### config.mk
export PLATFORM = sky130hd
export DESIGN_NAME = wait_time_calc
export DESIGN_NICKNAME = d
export VERILOG_FILES = /design/src/rtl/sbqm_pkg.sv /design/src/rtl/seq_divider.sv /design/src/rtl/wait_time_calc.sv
export SDC_FILE = /design/constraint.sdc
export NUM_CORES = 1
export LEC_CHECK = 0
export BUFFER_PORTS_ARGS = -buffer_cell sky130_fd_sc_hd__buf_2
export CORE_MARGIN = 1
export CORE_UTILIZATION = 25
export DETAILED_ROUTE_END_ITERATION = 8
export PLACE_DENSITY_LB_ADDON = 0.15
export REMOVE_ABC_BUFFERS = 1
export SLEW_MARGIN = 0
export SYNTH_ARGS = -nofsm -noshare
export SYNTH_HDL_FRONTEND = slang
export SYNTH_SLANG_ARGS = --single-unit
### constraint.sdc
create_clock -name clk -period 4.8 [get_ports clk]
set_clock_uncertainty 0.05 [all_clocks]
set_input_delay 0.72 -clock clk [delete_from_list [all_inputs] [get_ports clk]]
set_output_delay 0.72 -clock clk [all_outputs]
set_load 0.005 [all_outputs]
### src/rtl/sbqm_pkg.sv
// Shared types, default widths and helpers for the bank queue manager wait-time path.
package sbqm_pkg;

  localparam int unsigned PEOPLE_W_DEF = 3;
  localparam int unsigned TELLER_W_DEF = 2;
  localparam int unsigned SVC_W_DEF    = 3;
  localparam int unsigned WAIT_W_DEF   = 5;
  localparam int unsigned SERVICE_DEF_DEF = 3;

  typedef enum logic [1:0] {
    IDLE,
    DIV,
    MUL
  } state_t;

  // Clamp an unsigned value to the largest number representable in `width` bits.
  function automatic logic [31:0] saturate(input logic [31:0] value, input int unsigned width);
    logic [31:0] max_val;
    max_val = (width >= 32) ? '1 : ((32'd1 << width) - 32'd1);
    return (value > max_val) ? max_val : value;
  endfunction

endpackage

### src/rtl/seq_divider.sv
// Restoring unsigned divider, one quotient bit per cycle, MSB first.
// The first bit is resolved in the load cycle; valid flags the cycle of the final step,
// and quotient holds the result from the following cycle until the next load. Needs DW >= 2.
module seq_divider #(
  parameter int unsigned DW = 4
) (
  input  logic          clk,
  input  logic          rst,
  input  logic          load,
  input  logic [DW-1:0] dividend,
  input  logic [DW-1:0] divisor,
  output logic [DW-1:0] quotient,
  output logic          valid
);

  localparam int unsigned CW = $clog2(DW + 1);

  logic [DW-1:0] rem;
  logic [DW-1:0] div_r;
  logic [CW-1:0] cnt;
  logic [DW-1:0] src_rem;
  logic [DW-1:0] src_q;
  logic [DW-1:0] src_div;
  logic [DW:0]   shifted;
  logic          ge;
  logic [DW-1:0] step_rem;
  logic [DW-1:0] step_q;

  // quotient doubles as the dividend shift register: bits leave at the top, quotient bits enter at the bottom
  always_comb begin
    src_rem  = load ? '0 : rem;
    src_q    = load ? dividend : quotient;
    src_div  = load ? divisor : div_r;
    shifted  = {src_rem, src_q[DW-1]};
    ge       = (shifted >= {1'b0, src_div});
    step_rem = ge ? DW'(shifted - {1'b0, src_div}) : shifted[DW-1:0];
    step_q   = {src_q[DW-2:0], ge};
  end

  assign valid = (cnt == CW'(1));

  always_ff @(posedge clk) begin
    if (rst) begin
      rem      <= '0;
      quotient <= '0;
      div_r    <= '0;
      cnt      <= '0;
    end else if (load) begin
      rem      <= step_rem;
      quotient <= step_q;
      div_r    <= divisor;
      cnt      <= CW'(DW - 1);
    end else if (cnt != '0) begin
      rem      <= step_rem;
      quotient <= step_q;
      cnt      <= cnt - CW'(1);
    end
  end

endmodule

### src/rtl/wait_time_calc.sv
// Estimated wait = ceil(people / tellers) * service_time, with zero-teller and overflow handling.
module wait_time_calc
  import sbqm_pkg::*;
#(
  parameter int unsigned PEOPLE_W    = PEOPLE_W_DEF,
  parameter int unsigned TELLER_W    = TELLER_W_DEF,
  parameter int unsigned SVC_W       = SVC_W_DEF,
  parameter int unsigned WAIT_W      = WAIT_W_DEF,
  parameter int unsigned SERVICE_DEF = SERVICE_DEF_DEF
) (
  input  logic                clk,
  input  logic                rst,
  input  logic [PEOPLE_W-1:0] people_count,
  input  logic [TELLER_W-1:0] teller_count,
  input  logic                start,
  input  logic                auto_mode,
  input  logic                cfg_we,
  input  logic [SVC_W-1:0]    cfg_service,
  output logic                busy,
  output logic                done,
  output logic [WAIT_W-1:0]   wait_time,
  output logic                error
);

  localparam int unsigned DW = PEOPLE_W + 1;
  localparam int unsigned PW = DW + SVC_W;

  state_t state, state_next;

  logic [SVC_W-1:0]    svc;
  logic [PEOPLE_W-1:0] snap_people;
  logic [TELLER_W-1:0] snap_tellers;
  logic [SVC_W-1:0]    snap_svc;
  logic                snap_valid;

  logic          changed;
  logic          trigger;
  logic          load;
  logic [DW-1:0] dividend;
  logic [DW-1:0] divisor;
  logic [DW-1:0] quotient;
  logic          div_valid;
  logic [PW-1:0] product;
  logic [WAIT_W-1:0] result;

  assign changed  = {people_count, teller_count, svc} != {snap_people, snap_tellers, snap_svc};
  assign trigger  = start || (auto_mode && (!snap_valid || changed));
  assign dividend = DW'(people_count) + DW'(teller_count) - DW'(1);
  assign divisor  = DW'(teller_count);
  assign busy     = (state != IDLE);

  seq_divider #(
    .DW(DW)
  ) u_div (
    .clk      (clk),
    .rst      (rst),
    .load     (load),
    .dividend (dividend),
    .divisor  (divisor),
    .quotient (quotient),
    .valid    (div_valid)
  );

  // Snapshot registers hold the in-flight operands and, once done, the last-computed inputs.
  assign product = PW'(quotient) * PW'(snap_svc);
  assign result  = (snap_tellers == '0) ? '1 : WAIT_W'(saturate(32'(product), WAIT_W));

  always_comb begin
    state_next = state;
    load       = 1'b0;
    unique case (state)
      IDLE: begin
        if (trigger) begin
          load       = 1'b1;
          state_next = DIV;
        end
      end
      DIV:     if (div_valid) state_next = MUL;
      MUL:     state_next = IDLE;
      default: state_next = IDLE;
    endcase
  end

  always_ff @(posedge clk) begin
    if (rst) state <= IDLE;
    else     state <= state_next;
  end

  always_ff @(posedge clk) begin
    if (rst) begin
      svc          <= SVC_W'(SERVICE_DEF);
      snap_people  <= '0;
      snap_tellers <= '0;
      snap_svc     <= '0;
      snap_valid   <= 1'b0;
      done         <= 1'b0;
      wait_time    <= '0;
      error        <= 1'b0;
    end else begin
      done <= 1'b0;
      if (cfg_we) svc <= cfg_service;
      if (load) begin
        snap_people  <= people_count;
        snap_tellers <= teller_count;
        snap_svc     <= svc;
      end
      if (state == MUL) begin
        done       <= 1'b1;
        wait_time  <= result;
        error      <= (snap_tellers == '0);
        snap_valid <= 1'b1;
      end
    end
  end

endmodule

# Yosys cells after proc, flatten, opt, wreduce, memory -nomap -nowiden
# Index checks and enable logic that the tools add are counted.
# word_totals
reg_bits	36
in_bits	13
out_inout_bits	8
wordCells	56
# op_classes
addsub	4
n_mul	1
order_cmp	2
eq_ne	6
muxes	18
reduce_logical	11
# op_table
operator	n
two-way mux 4 bit	8
two-way mux 5 bit	2
two-way mux 2 bit	4
!= test 8 bit	1
> comparator 7 x 5 -> 1 bit (second input constant)	1
multiplier 4 x 3 -> 7 bit	1
>= comparator 5 x 4 -> 1 bit	1
adder 3 x 2 -> 4 bit	1
logical NOT 2 bit	2
!= test 2 bit (second input constant)	2
case mux 2 bit (2 select lines)	1
nonzero test 2 bit	2
subtractor 4 x 1 -> 4 bit (second input constant)	1
subtractor 4 bit	1
equality test 3 x 1 -> 1 bit (second input constant)	1
two-way mux 1 bit	3
nonzero test 3 bit	1
subtractor 3 x 1 -> 3 bit (second input constant)	1
equality test 2 x 1 -> 1 bit (second input constant)	1
equality test 2 bit (second input constant)	1
logical OR 1 bit	2
AND reduction 2 bit	1
OR reduction 2 bit	1
logical AND 1 bit	1
logical NOT 1 bit	1

# Depth between registers and ports, before layout
# Gate-level depths: netlist (run 1).
# logic_depth
word_depth	11
depth_mapped	16
depth_no_buf	16

# Cells and area by module
# From an unflattened synthesis (run 1), not the netlist that was laid out.
# unflattened
hier_cells	254
hier_area_um2	2227.1
# modules_own_cells
module	n_inst	cells_per_inst	area_each_um2	seq_area_each_um2
wait_time_calc	1	147	1315.0	420.4
seq_divider	1	107	912.1	300.3

# Least setup slack after synthesis (run 1)
# No wires, ideal clock.
# synth_timing
kind	input to register
startpoint	in people_count[1]
endpoint	reg u_div.rem[0]
setup_time_ns	0.144
arrival_ns	3.144
path_slack_ns	1.462
path_stages	15
path_buffers	0
cell_sequence	inv_1 -> ha_1 -> inv_1 -> ha_1 -> inv_1 -> fa_1 -> xnor2_1 -> nor3_1 -> a21oi_1 -> ha_1 -> a41o_1 -> a21oi_1 -> o211ai_1 -> a21oi_2 -> a221oi_2
# synth_via
elab_chain_cells	11
# synth_rtl
item	line_no	source
from (decl)	wait_time_calc.sv:13	input logic [PEOPLE_W-1:0] people_count,
branches (longest 11 deep; another with adder 3 x 2 -> 4 bit)	--	
to (signal assigned)	seq_divider.sv:49	rem <= step_rem;
to (signal assigned)	seq_divider.sv:54	rem <= step_rem;
to (decl)	seq_divider.sv:18	logic [DW-1:0] rem;
# Parallel ways; which one is timed is not known. The select of a mux whose other input is x is not followed.
# A chain may end at the register's enable or synchronous reset.

# Final worst setup path (run 1)
# Ends and elaborated chain as after synthesis.

==> impl_metrics.py, run 1 <==
metrics = {
    "global_route": {
        "met3_usage": 0.0225,
        "grt_pass1_vias": 1698,
        "grt_overflow": 0,
        "antenna_found_initial": 0,
        "grtUsageTotal": 0.115,
        "grt.busiest_layer": "met2",
        "use_met1": 0.157,
        "grt_max_degree": 35,
        "grt_pass1_wl_mm": 8.11,
        "grt_use_met2": 0.182,
    },
    "synthesis": {
        "synth_compound_gate_area_share": 0.142,
        "yosys.area_share.adder": 0.141,
        "ys_seq_elements": 36,
        "synth_area_um2": 2130,
        "yosysSeqAreaShare": 0.338,
        "synth_edf_count": 0,
        "synthFlopType": "dfxtp_1",
        "yosysWarnings": 0,
        "synth-simple-area-share": 0.240,
        "synth_area_per_cell_um2": 8.93,
        "yosysUniqueCellTypes": 45,
        "yosys.area_share.xor_xnor": 0.0533,
        "async_flop_share": 0,
        "synth_top_family_by_area": "simple AND/OR/NAND/NOR gates",
        "synthMuxAreaShare": 0.0328,
        "synth_cells": 239,
    },
    "detailed_routing": {
        "drcViolationCount": 0,
        "post_drt_via_cell_ratio": 4.49,
        "drt_iter0_drc": 97,
        "first_pass_iters": 4,
        "finalWirelength_mm": 4.53,
        "wire_per_inst_um": 12.4,
        "antenna_left": 0,
        "vias": 1635,
    },
    "status": {
        "outcome": "completed",
    },
    "timing": {
        "period_share": 0.748,
        "period_needed_ns": 3.59,
        "worstMarginPinSlew_ns": 0.707,
        "fin_setup_tns_ns": 0,
        "fmax_mhz": 278,
        "relSlewSlack": 0.529,
        "drv_slew": 0,
        "finalSetupViolCount": 0,
        "final-hold-violation-count": 0,
        "fin_hold_ws_ns": 0.394,
        "rsz0062_at_grt": "false",
    },
    "clocking": {
        "hold_buffers": 0,
        "cts_made_buffers": 5,
        "root_buffer": "clkbuf_8",
        "clockBufferDepth": 2,
        "post-cts-setup-buffers": 0,
        "h-tree-depth": 2,
        "cts.sinks": 36,
        "cts.repair.resized": 0,
        "cts_tree": "done",
        "path_clk_slew_ns": 0.08,
        "worstSkewPairLatency_ns": 0.29,
    },
    "worst_setup_path": {
        "path_class": "primary input to flip-flop",
        "crit_required_ns": 4.89,
        "worstSetupEndpointType": "flip-flop",
        "r2r_start": "snap_tellers[0]$_SDFFE_PP0P_",
        "cp_max_fo": 4,
        "critPathLaunchType": "primary input",
        "critPathArrivalTime_ns": 3.69,
        "cp-startpoint": "people_count[1]",
    },
    "place": {
        "io_buffers": 20,
        "place_area_um2": 2330,
        "hpwl_mm": 3.41,
        "place.gp.congestion": 0.757,
    },
    "floorplanning": {
        "std_cell_rows": 33,
        "dieArea_um2": 8910,
        "core_um2": 8260,
        "dieHeight_um": 94.4,
        "start_util": 0.258,
        "io-pin-count": 21,
        "die_x_um": 94.4,
    },
    "layout": {
        "diodes": 0,
        "drive_above_1_share": 0.162,
        "final_common_cell": "dfxtp_1",
        "fillers": 899,
        "nNetsFinal": 292,
        "syn_to_final_growth_pct": 14.2,
        "final_cell_mix": "dfxtp_1 (36), nor2_1 (31), buf_2 (20), inv_1 (19)",
        "finalInstanceArea_um2": 2440,
    },
    "job": {
        "cap_viol_max_count": 0,
    },
    "min_path": {
        "hold_start": "u_div.div_r[3]$_SDFF_PP0_",
        "hold_class": "flip-flop to flip-flop",
    },
    "power_and_ir_drop": {
        "powerDensity_nw_per_um2": 385,
        "p_leak_uw": 0.00109,
        "ir_worst_vdd_mv": 0.129,
    },
}
flip-flops by register name, summed over array words and instances, names as in the netlist, 2 cells and up:
register	count
wait_time	5
svc	3
u_div.quotient	4
snap_svc	3
u_div.div_r	4
u_div.rem	4
snap_people	3
u_div.cnt	3
state	2
snap_tellers	2
kinds of logic (layout without fill, tap and decap cells):
| family | count (synthesis) | count (layout) |
|---|---|---|
| AND/OR/NAND/NOR | 94 | 94 |
| AO/OA/AOI/OAI | 40 | 40 |
| flip-flops | 36 | 36 |
| buffers and inverters | 28 | 48 |
| adder cells (fa/ha/maj) | 21 | 21 |
| XOR/XNOR | 13 | 13 |
| multiplexers | 7 | 7 |
path summary, 6_finish.rpt:
path                            depth (start not counted)                         to  slack, ns
worst max-delay path                                   16  u_div.rem[0]$_SDFFE_PP0P_       1.21
worst min-delay path                                    2  u_div.div_r[3]$_SDFF_PP0_       0.39
worst max register to register                         12  u_div.rem[0]$_SDFFE_PP0P_       1.45
worst min register to register                          2  u_div.div_r[3]$_SDFF_PP0_       0.39
metrics by stage:
step | instances | utilization | power, uW | worst slack (ns)
after detailed placement | 356 | 0.282 | 679 | 0.937
after floorplan | 230 | - | 603 | 1.47
after CTS | 364 | 0.295 | 952 | 1.25
final | 364 | 0.295 | 939 | 1.21
after global placement | 356 | 0.282 | 687 | 0.955
after global routing | 364 | 0.295 | 1010 | 0.974
synthesized netlist by cell type (2+ instances only):
cell | instances | area share
dfxtp_1 | 36 | 0.34
nor2_1 | 31 | 0.055
inv_1 | 19 | 0.033
a21oi_1 | 16 | 0.038
ha_1 | 16 | 0.094
nor3_1 | 13 | 0.030
and2_1 | 11 | 0.032
nand2_1 | 11 | 0.019
xor2_1 | 10 | 0.041
clkbuf_1 | 7 | 0.012
mux2i_1 | 7 | 0.033
nor2b_1 | 7 | 0.021
fa_1 | 5 | 0.047
a221oi_2 | 4 | 0.028
nand2b_1 | 4 | 0.012
o21ai_1 | 4 | 0.0094
and3_1 | 3 | 0.0088
xnor2_1 | 3 | 0.012
a211o_1 | 2 | 0.0082
a21o_1 | 2 | 0.0070
nand3b_1 | 2 | 0.0070
o21ai_0 | 2 | 0.0047
or2_1 | 2 | 0.0059
layout make-up:
type	instances	area, um^2	share of cell area
well taps	105	131	0.0539
repair buffers	21	108	0.0441
clock buffers	6	72.6	0.0298
inverters	19	71.3	0.0292
multi-input cells	175	1300	0.533
flip-flops and latches	36	721	0.296
clock inverters	2	35.0	0.0144
per-layer routing:
layer / part of all wire / wire, um / up-vias
met4: 0.011 / 52 / 0
met1: 0.53 / 2410 / 757
li1: - / - / 842
met2: 0.43 / 1940 / 32
met3: 0.028 / 127 / 4
met5: 0 / 0 / -
critical path: stages:
cell	delay, ns
buf_2	0.09
inv_1	0.05
ha_1	0.28
inv_1	0.06
ha_1	0.14
inv_1	0.06
fa_1	0.37
xnor2_1	0.15
nor3_1	0.25
a21oi_1	0.10
ha_1	0.31
a41o_1	0.26
a21oi_1	0.30
o211ai_1	0.26
a21oi_2	0.21
a221oi_2	0.07
where the power goes:
part / total [uW] / switching (uW) / leakage, uW / internal, uW
registers: 369 / 31.3 / 0.000296 / 338
logic: 302 / 178 / 0.000743 / 125
clock network: 267 / 113 / 0.0000552 / 154
Note: power is estimated with default switching activity, not from simulation.
==> run 2, diff against run 1 <==
clock period = 3.65 ns   (was 4.8 ns; I/O delays follow)
==> impl_metrics.py, run 2 (synthesis results as in run 1) <==
metrics = {
    "status": {
        "outcome": "completed",
    },
    "layout": {
        "syn_to_final_growth_pct": 15.1,
        "largest_register": "wait_time",
        "fillers": 913,
        "final_cell_mix": "dfxtp_1 (36), nor2_1 (31), buf_2 (20), inv_1 (19)",
        "regArea_um2": 721,
        "diodes": 0,
        "final_common_cell": "dfxtp_1",
        "drive_above_1_share": 0.179,
        "nNetsFinal": 296,
        "largest_reg_flops": 5,
        "multi_input_area_um2": 1300,
    },
    "clocking": {
        "post-cts-setup-buffers": 0,
        "hold_buffers": 0,
        "worstSkewPairLatency_ns": 0.30,
        "cts_tree": "done",
        "cts.repair.resized": 0,
        "cts_made_buffers": 5,
        "root_buffer": "clkbuf_8",
        "clockBufferDepth": 2,
        "h-tree-depth": 2,
        "path_clk_slew_ns": 0.08,
        "cts.sinks": 36,
    },
    "worst_setup_path": {
        "critPathArrivalTime_ns": 3.19,
        "cp_max_fo": 5,
        "crit_buf_inv": 1,
        "ff2ff_setup_slack_ns": 0.58,
        "critPathTopFamily": "simple AND/OR/NAND/NOR gates",
        "r2r_start": "snap_svc[2]$_SDFFE_PP0P_",
        "worstSetupEndpointType": "flip-flop",
        "rr_endpoint": "u_div.rem[0]$_SDFFE_PP0P_",
        "crit_required_ns": 3.74,
        "critPathLaunchType": "primary input",
        "crit_slowest_cell": "nor4_4",
        "critPathMaxStageDelay_ns": 0.40,
        "cp_cell_sequence": "buf_2 -> xor2_1 -> nor4_4 -> and3_1 -> nor3_1 -> a21oi_1 -> ha_1 -> nand3b_1 -> nand2_1 -> a21oi_1 -> o211ai_1 -> a21oi_2 -> a221oi_2",
        "path_class": "primary input to flip-flop",
        "cp-startpoint": "people_count[2]",
        "cp_common_cell": "a21oi_1",
        "worstRegToRegCells": 12,
    },
    "global_route": {
        "grt_pass1_wl_mm": 8.05,
        "grt_overflow": 0,
        "grtUsageTotal": 0.119,
        "grt_pass1_vias": 1647,
        "antenna_found_initial": 0,
        "grt_max_degree": 35,
    },
    "detailed_routing": {
        "finalWirelength_mm": 4.57,
        "wire_per_inst_um": 12.4,
        "first_pass_iters": 4,
        "drcViolationCount": 0,
        "vias": 1664,
        "post_drt_via_cell_ratio": 4.52,
        "drt_iter0_drc": 65,
        "antenna_left": 0,
    },
    "floorplanning": {
        "die_x_um": 94.4,
        "dieHeight_um": 94.4,
        "std_cell_rows": 33,
        "dieArea_um2": 8910,
        "start_util": 0.258,
        "core_um2": 8260,
        "io-pin-count": 21,
    },
    "timing": {
        "final-hold-violation-count": 0,
        "worstMarginPinSlew_ns": 0.742,
        "rsz0062_at_grt": "false",
        "relSlewSlack": 0.505,
        "drv_slew": 0,
        "finalSetupViolCount": 0,
        "period_share": 0.850,
        "fmax_mhz": 322,
        "period_needed_ns": 3.10,
        "fin_setup_tns_ns": 0,
        "timing.final.ws_setup_ns": 0.546,
    },
    "min_path": {
        "min_to": "u_div.div_r[2]$_SDFF_PP0_",
        "hold_class": "flip-flop to flip-flop",
        "hold_start": "u_div.div_r[2]$_SDFF_PP0_",
        "holdPathStages": 2,
    },
    "power_and_ir_drop": {
        "powerDensity_nw_per_um2": 493,
        "ir_worst_vdd_mv": 0.147,
        "p_leak_uw": 0.00111,
    },
    "place": {
        "hpwl_mm": 3.50,
        "io_buffers": 20,
        "place.gp.congestion": 0.744,
        "post-place-ws_ns": 0.203,
    },
    "job": {
        "cap_viol_max_count": 0,
    },
}
==> run 2: stage by stage <==
| stage | hold WS, ns | total power, uW | cells | util | cell area [um^2] |
|---|---|---|---|---|---|
| after detailed placement | 0.371 | 915 | 360 | 0.286 | 2360 |
| after floorplan | 0.359 | 793 | 230 | - | 2090 |
| after global routing | 0.393 | 1320 | 368 | 0.298 | 2460 |
| after CTS | 0.385 | 1240 | 368 | 0.298 | 2460 |
| after global placement | 0.372 | 919 | 360 | 0.286 | 2360 |
| final | 0.379 | 1210 | 368 | 0.298 | 2460 |
==> run 2: how the worst max path moves through the flow <==
stage	slack [ns]	endpoint	cells past startpoint
floorplan	0.49	u_div.rem[0]$_SDFFE_PP0P_	15
global placement	0.23	u_div.rem[0]$_SDFFE_PP0P_	13
detailed placement	0.20	u_div.rem[0]$_SDFFE_PP0P_	16
CTS	0.52	u_div.rem[0]$_SDFFE_PP0P_	13
global route	0.29	u_div.rem[0]$_SDFFE_PP0P_	16
finish	0.55	u_div.rem[0]$_SDFFE_PP0P_	13
==> run 2: per-layer routing <==
metal,wire length (um),part of all wire,global-route usage
met1,2370,0.52,0.163
met2,1980,0.43,0.184
met3,145,0.032,0.0217
met4,81,0.018,0.0462
met5,0,0,0
==> run 2: area by class of cell <==
cell class,count,area share
inverters,19,0.0290
clock buffers,6,0.0336
repair buffers,25,0.0560
flip-flops and latches,36,0.293
multi-input cells,175,0.529
clock inverters,2,0.00560
well taps,105,0.0535
==> run 2: worst reg2reg max path, cell delays in order, from the launching register on <==
cell and delay (ns):
dfxtp_1 0.37, xor2_1 0.20, nor4_4 0.38, and3_1 0.35, nor3_1 0.12, a21oi_1 0.25, ha_1 0.29, nand3b_1 0.09
nand2_1 0.09, a21oi_1 0.21, o211ai_1 0.22, a21oi_2 0.21, a221oi_2 0.07
==> run 2: power by group <==
group	total (uW)	internal, uW	switching [uW]
logic	415	179	236
registers	483	444	39.0
clock network	314	155	159
total	1210	778	435
